==> src/rtl/counter_uart_reporter.sv <==
// Snapshots the stopwatch counter, converts it to 4 ASCII decimal digits by repeated subtraction and pushes the frame into the UART TX FIFO.
// Latency: 3..30 conversion cycles, then one byte per cycle; stalls while i_tx_full is high. Optional REPORT_FLAGS_EN appends run/direction flags.
module counter_uart_reporter (
  input  logic        clk,
  input  logic        rst,
  input  logic [13:0] i_counter,
  input  logic        i_enable,
  input  logic        i_mode,
  input  logic        i_req,
  input  logic        i_tx_full,
  output logic        o_tx_push,
  output logic [7:0]  o_tx_data,
  output logic        o_busy
);

  typedef enum logic [2:0] {
    IDLE,
    CONV_1000,
    CONV_100,
    CONV_10,
    SEND
  } state_t;

`ifdef REPORT_FLAGS_EN
  localparam logic [3:0] LAST_IDX = 4'd8;
`else
  localparam logic [3:0] LAST_IDX = 4'd5;
`endif

  state_t      state;
  logic [13:0] rem;
  logic [3:0]  d3, d2, d1, d0;
  logic [3:0]  idx;
  logic [7:0]  frame_byte;
  logic [13:0] counter_sat;

`ifdef REPORT_FLAGS_EN
  logic snap_enable;
  logic snap_mode;
`else
  logic unused_flags;
  assign unused_flags = i_enable ^ i_mode;
`endif

  assign counter_sat = (i_counter > 14'd9999) ? 14'd9999 : i_counter;

  always_ff @(posedge clk) begin
    if (rst) begin
      state <= IDLE;
      rem   <= 14'd0;
      d3    <= 4'd0;
      d2    <= 4'd0;
      d1    <= 4'd0;
      d0    <= 4'd0;
      idx   <= 4'd0;
`ifdef REPORT_FLAGS_EN
      snap_enable <= 1'b0;
      snap_mode   <= 1'b0;
`endif
    end else begin
      case (state)
        IDLE: begin
          if (i_req) begin
            rem   <= counter_sat;
            d3    <= 4'd0;
            d2    <= 4'd0;
            d1    <= 4'd0;
            d0    <= 4'd0;
`ifdef REPORT_FLAGS_EN
            snap_enable <= i_enable;
            snap_mode   <= i_mode;
`endif
            state <= CONV_1000;
          end
        end
        CONV_1000: begin
          if (rem >= 14'd1000) begin
            rem <= rem - 14'd1000;
            d3  <= d3 + 4'd1;
          end else begin
            state <= CONV_100;
          end
        end
        CONV_100: begin
          if (rem >= 14'd100) begin
            rem <= rem - 14'd100;
            d2  <= d2 + 4'd1;
          end else begin
            state <= CONV_10;
          end
        end
        CONV_10: begin
          if (rem >= 14'd10) begin
            rem <= rem - 14'd10;
            d1  <= d1 + 4'd1;
          end else begin
            // remainder is now below 10, so it is the units digit
            d0    <= rem[3:0];
            idx   <= 4'd0;
            state <= SEND;
          end
        end
        SEND: begin
          if (!i_tx_full) begin
            idx <= idx + 4'd1;
            if (idx == LAST_IDX) state <= IDLE;
          end
        end
        default: state <= IDLE;
      endcase
    end
  end

  always_comb begin
    frame_byte = 8'h00;
    case (idx)
      4'd0: frame_byte = {4'h3, d3};
      4'd1: frame_byte = {4'h3, d2};
      4'd2: frame_byte = {4'h3, d1};
      4'd3: frame_byte = {4'h3, d0};
`ifdef REPORT_FLAGS_EN
      4'd4: frame_byte = 8'h20;
      4'd5: frame_byte = snap_enable ? 8'h53 : 8'h52;
      4'd6: frame_byte = snap_mode ? 8'h44 : 8'h55;
      4'd7: frame_byte = 8'h0D;
      4'd8: frame_byte = 8'h0A;
`else
      4'd4: frame_byte = 8'h0D;
      4'd5: frame_byte = 8'h0A;
`endif
      default: frame_byte = 8'h00;
    endcase
  end

  assign o_tx_push = (state == SEND) && !i_tx_full;
  assign o_tx_data = (state == SEND) ? frame_byte : 8'h00;
  assign o_busy    = (state != IDLE);

endmodule

==> config.mk <==
export PLATFORM = sky130hd
export DESIGN_NAME = counter_uart_reporter
export DESIGN_NICKNAME = d
export VERILOG_FILES = /design/src/rtl/counter_uart_reporter.sv
export SDC_FILE = /design/constraint.sdc
export NUM_CORES = 1
export LEC_CHECK = 0
export ABC_AREA = 1
export CORE_ASPECT_RATIO = 1.2
export CORE_MARGIN = 4
export CORE_UTILIZATION = 64
export CTS_BUF_LIST = sky130_fd_sc_hd__clkbuf_4 sky130_fd_sc_hd__clkbuf_8
export DETAILED_ROUTE_END_ITERATION = 10
export PLACE_DENSITY = 0.95
export SYNTH_ARGS = -nofsm -noshare
export SYNTH_HDL_FRONTEND = slang
export SYNTH_SLANG_ARGS = --single-unit
==> constraint.sdc <==
create_clock -name clk -period 3.1 [get_ports clk]
set_clock_uncertainty 0.2 [all_clocks]
set_input_delay 0.62 -clock clk [delete_from_list [all_inputs] [get_ports clk]]
set_output_delay 0.62 -clock clk [all_outputs]
set_load 0.05 [all_outputs]
# After elaboration in Yosys (flattened, before gate mapping)
# Cells that the tools add are included.
[word_totals]
regBits = 37
out_inout_bits = 10
[op_classes]
add_sub_neg = 7
magnitude_cmp = 4
n_eq_ne = 18
mux = 27
n_reduce_logical = 17
[ops]
columns = ["cell", "count"]
rows = [
  ["2-to-1 mux 14 bit", 5],
  ["case mux 14 bit (4 select lines)", 1],
  ["case mux 4 bit (2 select lines)", 5],
  ["case mux 6 bit (6 select lines)", 1],
  ["2-to-1 mux 4 bit", 7],
  ["2-to-1 mux 3 bit", 6],
  ["inequality test 2 bit, second input constant", 9],
  ["adder 4 x 1 -> 4 bit, second input constant", 4],
  ["case mux 3 bit (5 select lines)", 1],
  ["AND reduction 3 bit", 5],
  ["greater-or-equal comparator 14 x 10 -> 1 bit, second input constant", 1],
  ["greater-or-equal comparator 14 x 4 -> 1 bit, second input constant", 1],
  ["greater-or-equal comparator 14 x 7 -> 1 bit, second input constant", 1],
  ["greater-than comparator 14 bit, second input constant", 1],
  ["subtractor 14 x 10 -> 14 bit, second input constant", 1],
  ["subtractor 14 x 4 -> 14 bit, second input constant", 1],
  ["subtractor 14 x 7 -> 14 bit, second input constant", 1],
  ["equality test 4 x 2 -> 1 bit, second input constant", 2],
  ["equality test 4 x 3 -> 1 bit, second input constant", 2],
  ["2-to-1 mux 8 bit", 1],
  ["nonzero test 2 bit", 4],
  ["equality test 3 x 2 -> 1 bit, second input constant", 2],
  ["AND reduction 6 bit", 1],
  ["AND reduction 5 bit", 1],
  ["other kinds (9)", 9],
]

# Logic depth before layout (Yosys ltp)
[logic_depth]
word_depth = 4
mapped_depth = 12
ltp_nobuf = 12

# Worst setup path before layout
# OpenSTA, ideal clock, no wires.
[synth_timing]
path_kind = "reg-to-output"
startpoint = "reg idx[2]"
endpoint = "out o_tx_data[3]"
arrival_time_ps = 1910
required_time_ps = 2280
path_slack_ps = 370
path_stages_with_launch = 8
cell_sequence = "dfxtp_1 > nor2_1 > inv_1 > nor2_1 > nand2_1 > o21ai_0 > nor3b_1 > a31oi_1"
[synth_via]
elab_chain_cells = 3
word_cells_on_any_way = 8
[synth_rtl]
columns = ["item", "line", "rtl"]
rows = [
  ["start, declared", "33", "logic [3:0] idx;"],
  ["start signal, assigned", "105", "idx <= idx + 4'd1;"],
  ["equality test 4 x 3 -> 1 bit (tied with other cells)", "116", "case (idx)"],
  ["case mux 6 bit (6 select lines) (*)", "116", ""],
  ["2-to-1 mux 8 bit (*)", "136", "assign o_tx_data = (state == SEND) ? frame_byte : 8'h00;"],
  ["end, declared", "12", "output logic [7:0] o_tx_data,"],
]
# Every way passes the cells marked *; elsewhere a longest branch is shown, timed or not.

# Final worst setup path
[layout_timing]
startpoint = "reg state[2]"
endpoint = "out o_tx_data[4]"
[layout_via]
elab_chain_cells = 2
[layout_rtl]
columns = ["item", "line", "rtl"]
rows = [
  ["start, declared", "30", "state_t state;"],
  ["start signal, assigned", "49", "state <= IDLE;"],
  ["start signal, assigned", "73", "state <= CONV_1000;"],
  ["start signal, assigned", "81", "state <= CONV_100;"],
  ["equality test 3 bit", "136", ""],
  ["2-to-1 mux 8 bit", "136", ""],
]
# Every way passes these cells.

==> metrics.txt <==
Row Count 27; critical-path maximum fanout 7; Syn Inst Count 482; TritonCTS Sinks 37; Rel. slew slack 0.482; # Post-CTS Setup Buffers 0; Achievable Freq 347 MHz; vias post-DR 3462; FF-to-FF path depth 12; die area 6070 µm²; cell count of the worst hold path 2; PwrDens 878 nW/µm²; IO Count 30; vias in the first global route 3185; synthesized area 3130 µm²; VDD IR max 0.476 mV; Die Ht 84.6 µm; CTS tree done; initial core utilization 0.671; CP endpoint kind output port; pre-CTS setup slack 0.573 ns; leakage 0.00153 µW; Post-synth top cells nand2_1 (92), nand3_1 (58), nor2_1 (54); crit path DAT 2.06 ns; Root Buffer clkbuf_8; XOR/XNOR share of the synthesized area 0.0168; largest net degree at the start of global routing 22; diodes inserted 0; Synth area leader dfxtp_1; WL per Instance 15.6 µm; maximum level of the CTS H-tree 2; adder-cell share of the synthesized area 0.0560; worst setup margin 0.221 ns; fin util 0.744; Syn Area/Cell 6.49 µm²; hpwl dp 6270 µm; Post-synth EDFFs 0; CP Launch Type register; Synth area leaders dfxtp_1 (24%), nand2_1 (11%), nand3_1 (9.3%); largest family of logic cells by synthesized area simple AND/OR/NAND/NOR gates; RSZ-0062 raised after global routing no; Fin Setup TNS 0 ns; Chip Width 71.8 µm; number of gates resized after CTS 0; final setup fails 0; layout cells sized above 1 0.138; yosys warns 0; Tmin final 2.88 ns; outcome complete, no violations; # port buffers 25; area share of the largest cell type after synthesis 0.237; drt pass-1 iters 7; actual slew at the worst max-slew pin 0.777 ns; post-synthesis sequential area ratio 0.237; DRC Markers 0; critical path type reg -> out; cell with the most instances after synthesis nand2_1; final number of hold-violating endpoints 0; Hold Path Class reg -> reg; Reg2Reg Setup Slack 0.72 ns; cts hold-fix bufs 0; Antenna Nets Post-Route 0; number of nets in the layout 539; gp weighted congestion 0.975; Initial DRC Count 322; Final Total Pwr 3050 µW; first-pass GRT wire length 14400 µm; Synth Area in Compound Gates 0.170; initial antenna violation count 0; Netlist cell types 43; MaxCap Viol Count 0; gr usage total 0.295; core area 4660 µm²; Tcrit/Tclk final 0.929; async set-or-reset flop fraction in the synthesized netlist 0; Total Routed Length 8790 µm; clock-pin slew on the worst setup and hold paths 0.08 ns; drt via density 6.14; GRT overflow 0; Max Buffers Root-to-Sink 2; Top FF cell, synth dfxtp_1; post-synthesis simple-gate area fraction 0.420; #FFs+latches synth 37; CTS buffer count 5; mux cell area share after synthesis 0; Req. time, crit path 2.28 ns; Clock Latency Late Sink 0.30 ns; Area growth syn-to-layout 11.0%; max-slew violation count 0
## worst paths after layout
path,startpoint,to
max,state[2],o_tx_data[4]
min,idx[3],idx[3]
max reg2reg,rem[3],rem[12]
min reg2reg,idx[3],idx[3]
## cell usage in the layout, fill, tap and decap left out, drive strengths merged, types with 5 or more instances in the layout
| master | Yosys | layout |
|---|---|---|
| dfxtp | 37 | 37 |
| clkdlybuf4s50 | 0 | 20 |
| ha | 14 | 14 |
| nand3 | 65 | 65 |
| nor3 | 7 | 7 |
| inv | 58 | 58 |
| a31oi | 6 | 6 |
| nor2 | 66 | 66 |
| buf | 10 | 8 |
| nand2 | 103 | 103 |
| a21oi | 36 | 36 |
| nand4 | 13 | 13 |
| o21ai | 40 | 40 |
| xor2 | 5 | 5 |
| clkbuf | 3 | 5 |
## metal layers
layer,vias up,global-route usage,wire (µm)
met3,48,0.0503,743
met5,-,0,0
met4,0,0.162,411
met1,1550,0.336,3300
met2,203,0.510,4340
li1,1661,-,-
## per-stage QoR
stage | std cells | hold WS, ns | area (µm²)
floorplan | 483 | 0.243 | 3130
global placement | 556 | 0.261 | 3380
detailed placement | 556 | 0.273 | 3380
CTS | 564 | 0.292 | 3470
global route | 564 | 0.316 | 3470
finish | 564 | 0.293 | 3470
## cell families (layout without fill, tap and decap cells)
logic type	count (synthesis)	count (layout)
AOI/OAI and AO/OA	93	93
xor gates and xnor gates	6	6
adders and majority gates	14	14
buffers and inverters	71	94
DFF	37	37
other	1	2
and+or+nand+nor	260	260
## final cells by class
| type | count | area, µm² |
|---|---|---|
| Clock inverter | 3 | 17.5 |
| Inverter | 58 | 220 |
| Fill cell | 358 | 1190 |
| Multi-Input combinational cell | 375 | 2080 |
| Clock buffer | 5 | 68.8 |
| Timing Repair Buffer | 28 | 273 |
| Sequential cell | 37 | 741 |
| Tap cell | 58 | 72.6 |
## state kept, by name, indices dropped and copies added (netlist names)
name	cells
rem	14
d0	4
d2	4
d3	4
state	3
d1	4
idx	4
## report_power, final
part | total, µW | switching [µW] | leakage (µW) | internal [µW]
combinational | 1890 | 1280 | 0.00119 | 602
sequential | 807 | 217 | 0.000302 | 591
clock | 353 | 198 | 0.0000439 | 156
total | 3050 | 1700 | 0.00153 | 1350
## worst max-delay path, stage by stage (launching register included)
cell	delay [ns]
dfxtp_1	0.48
nand3_1	0.25
nor2_1	0.20
clkdlybuf4s50_1	0.83
(Power assumes the default switching activity.)
==> RTL change 1, RTL diff (config.mk and constraints unchanged) <==
One comparison of `idx` changes from == to >=.
--- a/src/rtl/counter_uart_reporter.sv
+++ b/src/rtl/counter_uart_reporter.sv
@@ -105,3 +105,3 @@
             idx <= idx + 4'd1;
-            if (idx == LAST_IDX) state <= IDLE;
+            if (idx >= LAST_IDX) state <= IDLE;
           end
Check against the original RTL: no difference found for any inputs over 4 cycles, from zero or initial values and one cycle with rst high; that may be too few to reach the edited logic, so the function may still have changed.
==> RTL change 1 against the unedited design <==
Final area is 1.6% higher. Global-route usage is 3.2 points higher. Sequential cell count stayed put. Worst setup slack better by 160 ps. Total power is 22% higher. Combinational power is 32% higher. Synthesized area is 2.3% higher. Routed wire length is 9.6% higher. Highest routed layer unchanged.
==> RTL change 1: results (changes against the unedited design) <==
status: completed
Arr. time, crit path: 1900 ps (-160 ps)
Seq group: 0.863 mW (+6.9%)
P_comb: 2.49 mW (+32%)
Leakage Power: 1.70 nW (+11%)
DR iter-0 viols: 436 (+35%)
gpl congestion: 0.995 (+2.0%)
Slowest cell on crit path: dfxtp_1
global-route wire length before repair: 16.2 mm (+13%)
final WL: 9.64 mm (+9.6%)
Yosys cell types: 40 (-7.0%)
part of the power in registers: 23.3% (-3.2 points)
pin count of the biggest net entering global routing: 20 (-9.1%)
share of cells above drive strength 1: 7.84% (-6.0 points)
Total GRT Usage: 32.7% (+3.2 points)
met1 Resource Use GR: 37.4% (+3.7 points)
WL met2: 4.66 mm (+7.4%)
dominant cells by area after synthesis: dfxtp_1, nand2_1, nor2_1, nand3_1, inv_1
dpl hpwl: 7.18 mm (+15%)
Placed Area: 3430 um2 (+1.5%)
Crit Path Max Fanout: 5 (-2)
R2R cell count: 9 (-3)
fin nets: 594 (+10%)
met3 wire length: 683 um (-8.1%)
Max VDD drop: 465 uV (-2.3%)
top post-synthesis cells by count: nand2_1, nor2_1, nand3_1
post-synthesis sequential area ratio: 23.2% (-0.53 points)
grt met3 use: 4.03% (-1.0 points)
syn_area_per_cell: 5.91 um2 (-8.9%)
Largest stage delay, worst path: 410 ps (-420 ps)
[RTL change 1: cell families after synthesis]
| logic type | synth area share, % |
|---|---|
| flip-flops | 23.2 |
| XOR/XNOR | 1.37 |
| buffers and inverters | 11.1 |
| adder cells (fa/ha/maj) | 5.48 |
| AND/OR/NAND/NOR | 43.8 |
| other | 0.117 |
| AO/OA/AOI/OAI | 15.0 |
[RTL change 1: path summary, 6_finish.rpt]
kind,from,to,slack (ps)
setup / recovery,idx[1],o_tx_data[0],380
setup reg to reg,state[2],rem[12],580
hold / removal,d0[2],d0[2],270
hold reg to reg,d0[2],d0[2],270
[RTL change 1: layout make-up]
cell class	count	area [um2]	share of cell area, %
clock inverters	2	10.0	0.284
inverters	64	241	6.85
repair buffers	28	278	7.88
well taps	58	72.6	2.06
clock buffers	6	76.3	2.16
multi-input cells	424	2110	59.8
flip-flops and latches	37	741	21.0
[RTL change 1: timing repair]
action / 4_1_cts / 5_1_grt
gates resized for setup: 0 / 2
setup endpoints to repair: 0 / 2
setup buffers: 0 / 0
==> RTL change 2, RTL diff (config.mk and constraints unchanged) <==
Made on the original files. Add a define of `REPORT_FLAGS_EN`.
--- a/src/rtl/counter_uart_reporter.sv
+++ b/src/rtl/counter_uart_reporter.sv
@@ -2,2 +2,4 @@
 // Latency: 3..30 conversion cycles, then one byte per cycle; stalls while i_tx_full is high. Optional REPORT_FLAGS_EN appends run/direction flags.
+`define REPORT_FLAGS_EN
+
 module counter_uart_reporter (
Formal check against the unedited RTL: not equivalent (Yosys sat finds a counterexample within 10 cycles, from zero or initial values and one cycle with rst high).
==> RTL change 2 against the unedited design <==
Hold slack worse by 14 ps. Final area is 2.2% higher. Synthesized area is 0.72% lower. Total power is 12% higher. Routed wire length is 9.8% higher. Non-clock buffer count is 2 higher. Sequential cell count is 2 higher. Cell count is 6.7% higher. First-iteration DRC count is 17% higher. Worst setup slack worse by 22 ps. Global-route usage is 3.5 points higher. Via count is 8.2% higher. Critical path type unchanged. Critical endpoint is now o_tx_data[6]. Largest cell class unchanged. Largest power group unchanged. Highest routed layer unchanged.
==> RTL change 2: results (changes against the unedited design) <==
r2r startpoint: rem[3]
Yosys cell types: 37 (-14%)
fin nets: 577 (+7.1%)
Inst Count DP: 594 (+6.8%)
Worst Setup EP: o_tx_data[6]
flop-to-flop setup slack: 480 ps (-240 ps)
Leakage Power: 1.63 nW (+6.1%)
Total GRT Usage: 32.9% (+3.5 points)
GR Overflow Total: 0 (unchanged)
HP Start: snap_enable
Mapped Cells: 514 (+6.6%)
share of cells above drive strength 1: 9.56% (-4.3 points)
dominant cells by area after synthesis: dfxtp_1, nand2_1, nand3_1, a21oi_1, nor2_1
via/cell ratio: 6.22 (+1.4%)
pin count of the biggest net entering global routing: 19 (-14%)
postcts setup bufs: 0 (unchanged)
final-layout fill cell count: 373 (+4.2%)
post-synthesis sequential area ratio: 25.2% (+1.5 points)
port buffer count: 28 (+12%)
Critical path origin: idx[0]
Worst Hold End: snap_enable
R2R cell count: 10 (-2)
global-route wire length before repair: 16.1 mm (+12%)
post-route insts no fill: 602 (+6.7%)
dpl hpwl: 6.97 mm (+11%)
Max VDD drop: 734 uV (+54%)
Root Driver: clkbuf_8
top post-synthesis cells by count: nand2_1, nor2_1, inv_1
DR iter-0 viols: 378 (+17%)
Initial DRT Pass Iterations: 5 (-2)
internal cell power: 1.57 mW (+17%)
Slowest cell on crit path: clkdlybuf4s50_1
final WL: 9.65 mm (+9.8%)
vias in the first global route: 3708 (+16%)
gpl congestion: 0.947 (-2.9%)
Arr. time, crit path: 2080 ps (+20 ps)
Crit Path Max Fanout: 6 (-1)
status: completed
Largest stage delay, worst path: 810 ps (-20 ps)
Worst-Margin Slew: 635 ps (-142 ps)
Critical R2R Capture: rem[9]
Syn. warnings: 0 (unchanged)
[RTL change 2: kinds of logic (layout without fill, tap and decap cells)]
family | count (synthesis) | in the layout | synth area share, %
other | 1 | 1 | 0.121
and+or+nand+nor | 273 | 273 | 39.2
buffers and inverters | 79 | 109 | 10.1
AOI/OAI and AO/OA | 104 | 104 | 18.7
DFF | 39 | 39 | 25.2
xor gates and xnor gates | 4 | 4 | 1.13
adders and majority gates | 14 | 14 | 5.64
[RTL change 2: per-stage QoR]
| step | setup slack, ps | cell area (um2) | hold slack, ps |
|---|---|---|---|
| after global placement | 593 | 3410 | 245 |
| after detailed placement | 547 | 3410 | 278 |
| after global routing | 79.7 | 3550 | 301 |
| after floorplan | 429 | 3100 | 225 |
| after CTS | 213 | 3550 | 289 |
| final | 199 | 3550 | 280 |
[RTL change 2: power by group through the flow]
| stage | clock, mW | sequential, mW | combinational, mW |
|---|---|---|---|
| 2_1_floorplan | 0 | 0.755 | 1.56 |
| 3_3_place_gp | 0 | 0.821 | 1.89 |
| 3_5_place_dp | 0 | 0.826 | 1.96 |
| 4_1_cts | 0.527 | 0.816 | 1.98 |
| 5_1_grt | 0.549 | 0.841 | 2.29 |
| 6_report | 0.529 | 0.829 | 2.04 |
[RTL change 2: final cells by class]
class | instances | share of cell area [%]
Clock inverter | 2 | 1.69
Inverter | 71 | 7.55
Multi-Input combinational cell | 396 | 56.7
Timing Repair Buffer | 30 | 7.83
Tap cell | 58 | 2.05
Sequential cell | 39 | 22.0
Clock buffer | 6 | 2.15
[RTL change 2: routing by layer]
layer	wire [um]	global-route usage (%)
met5	0	0
met4	561	24.8
met3	828	5.63
met2	4740	57.5
met1	3520	34.3
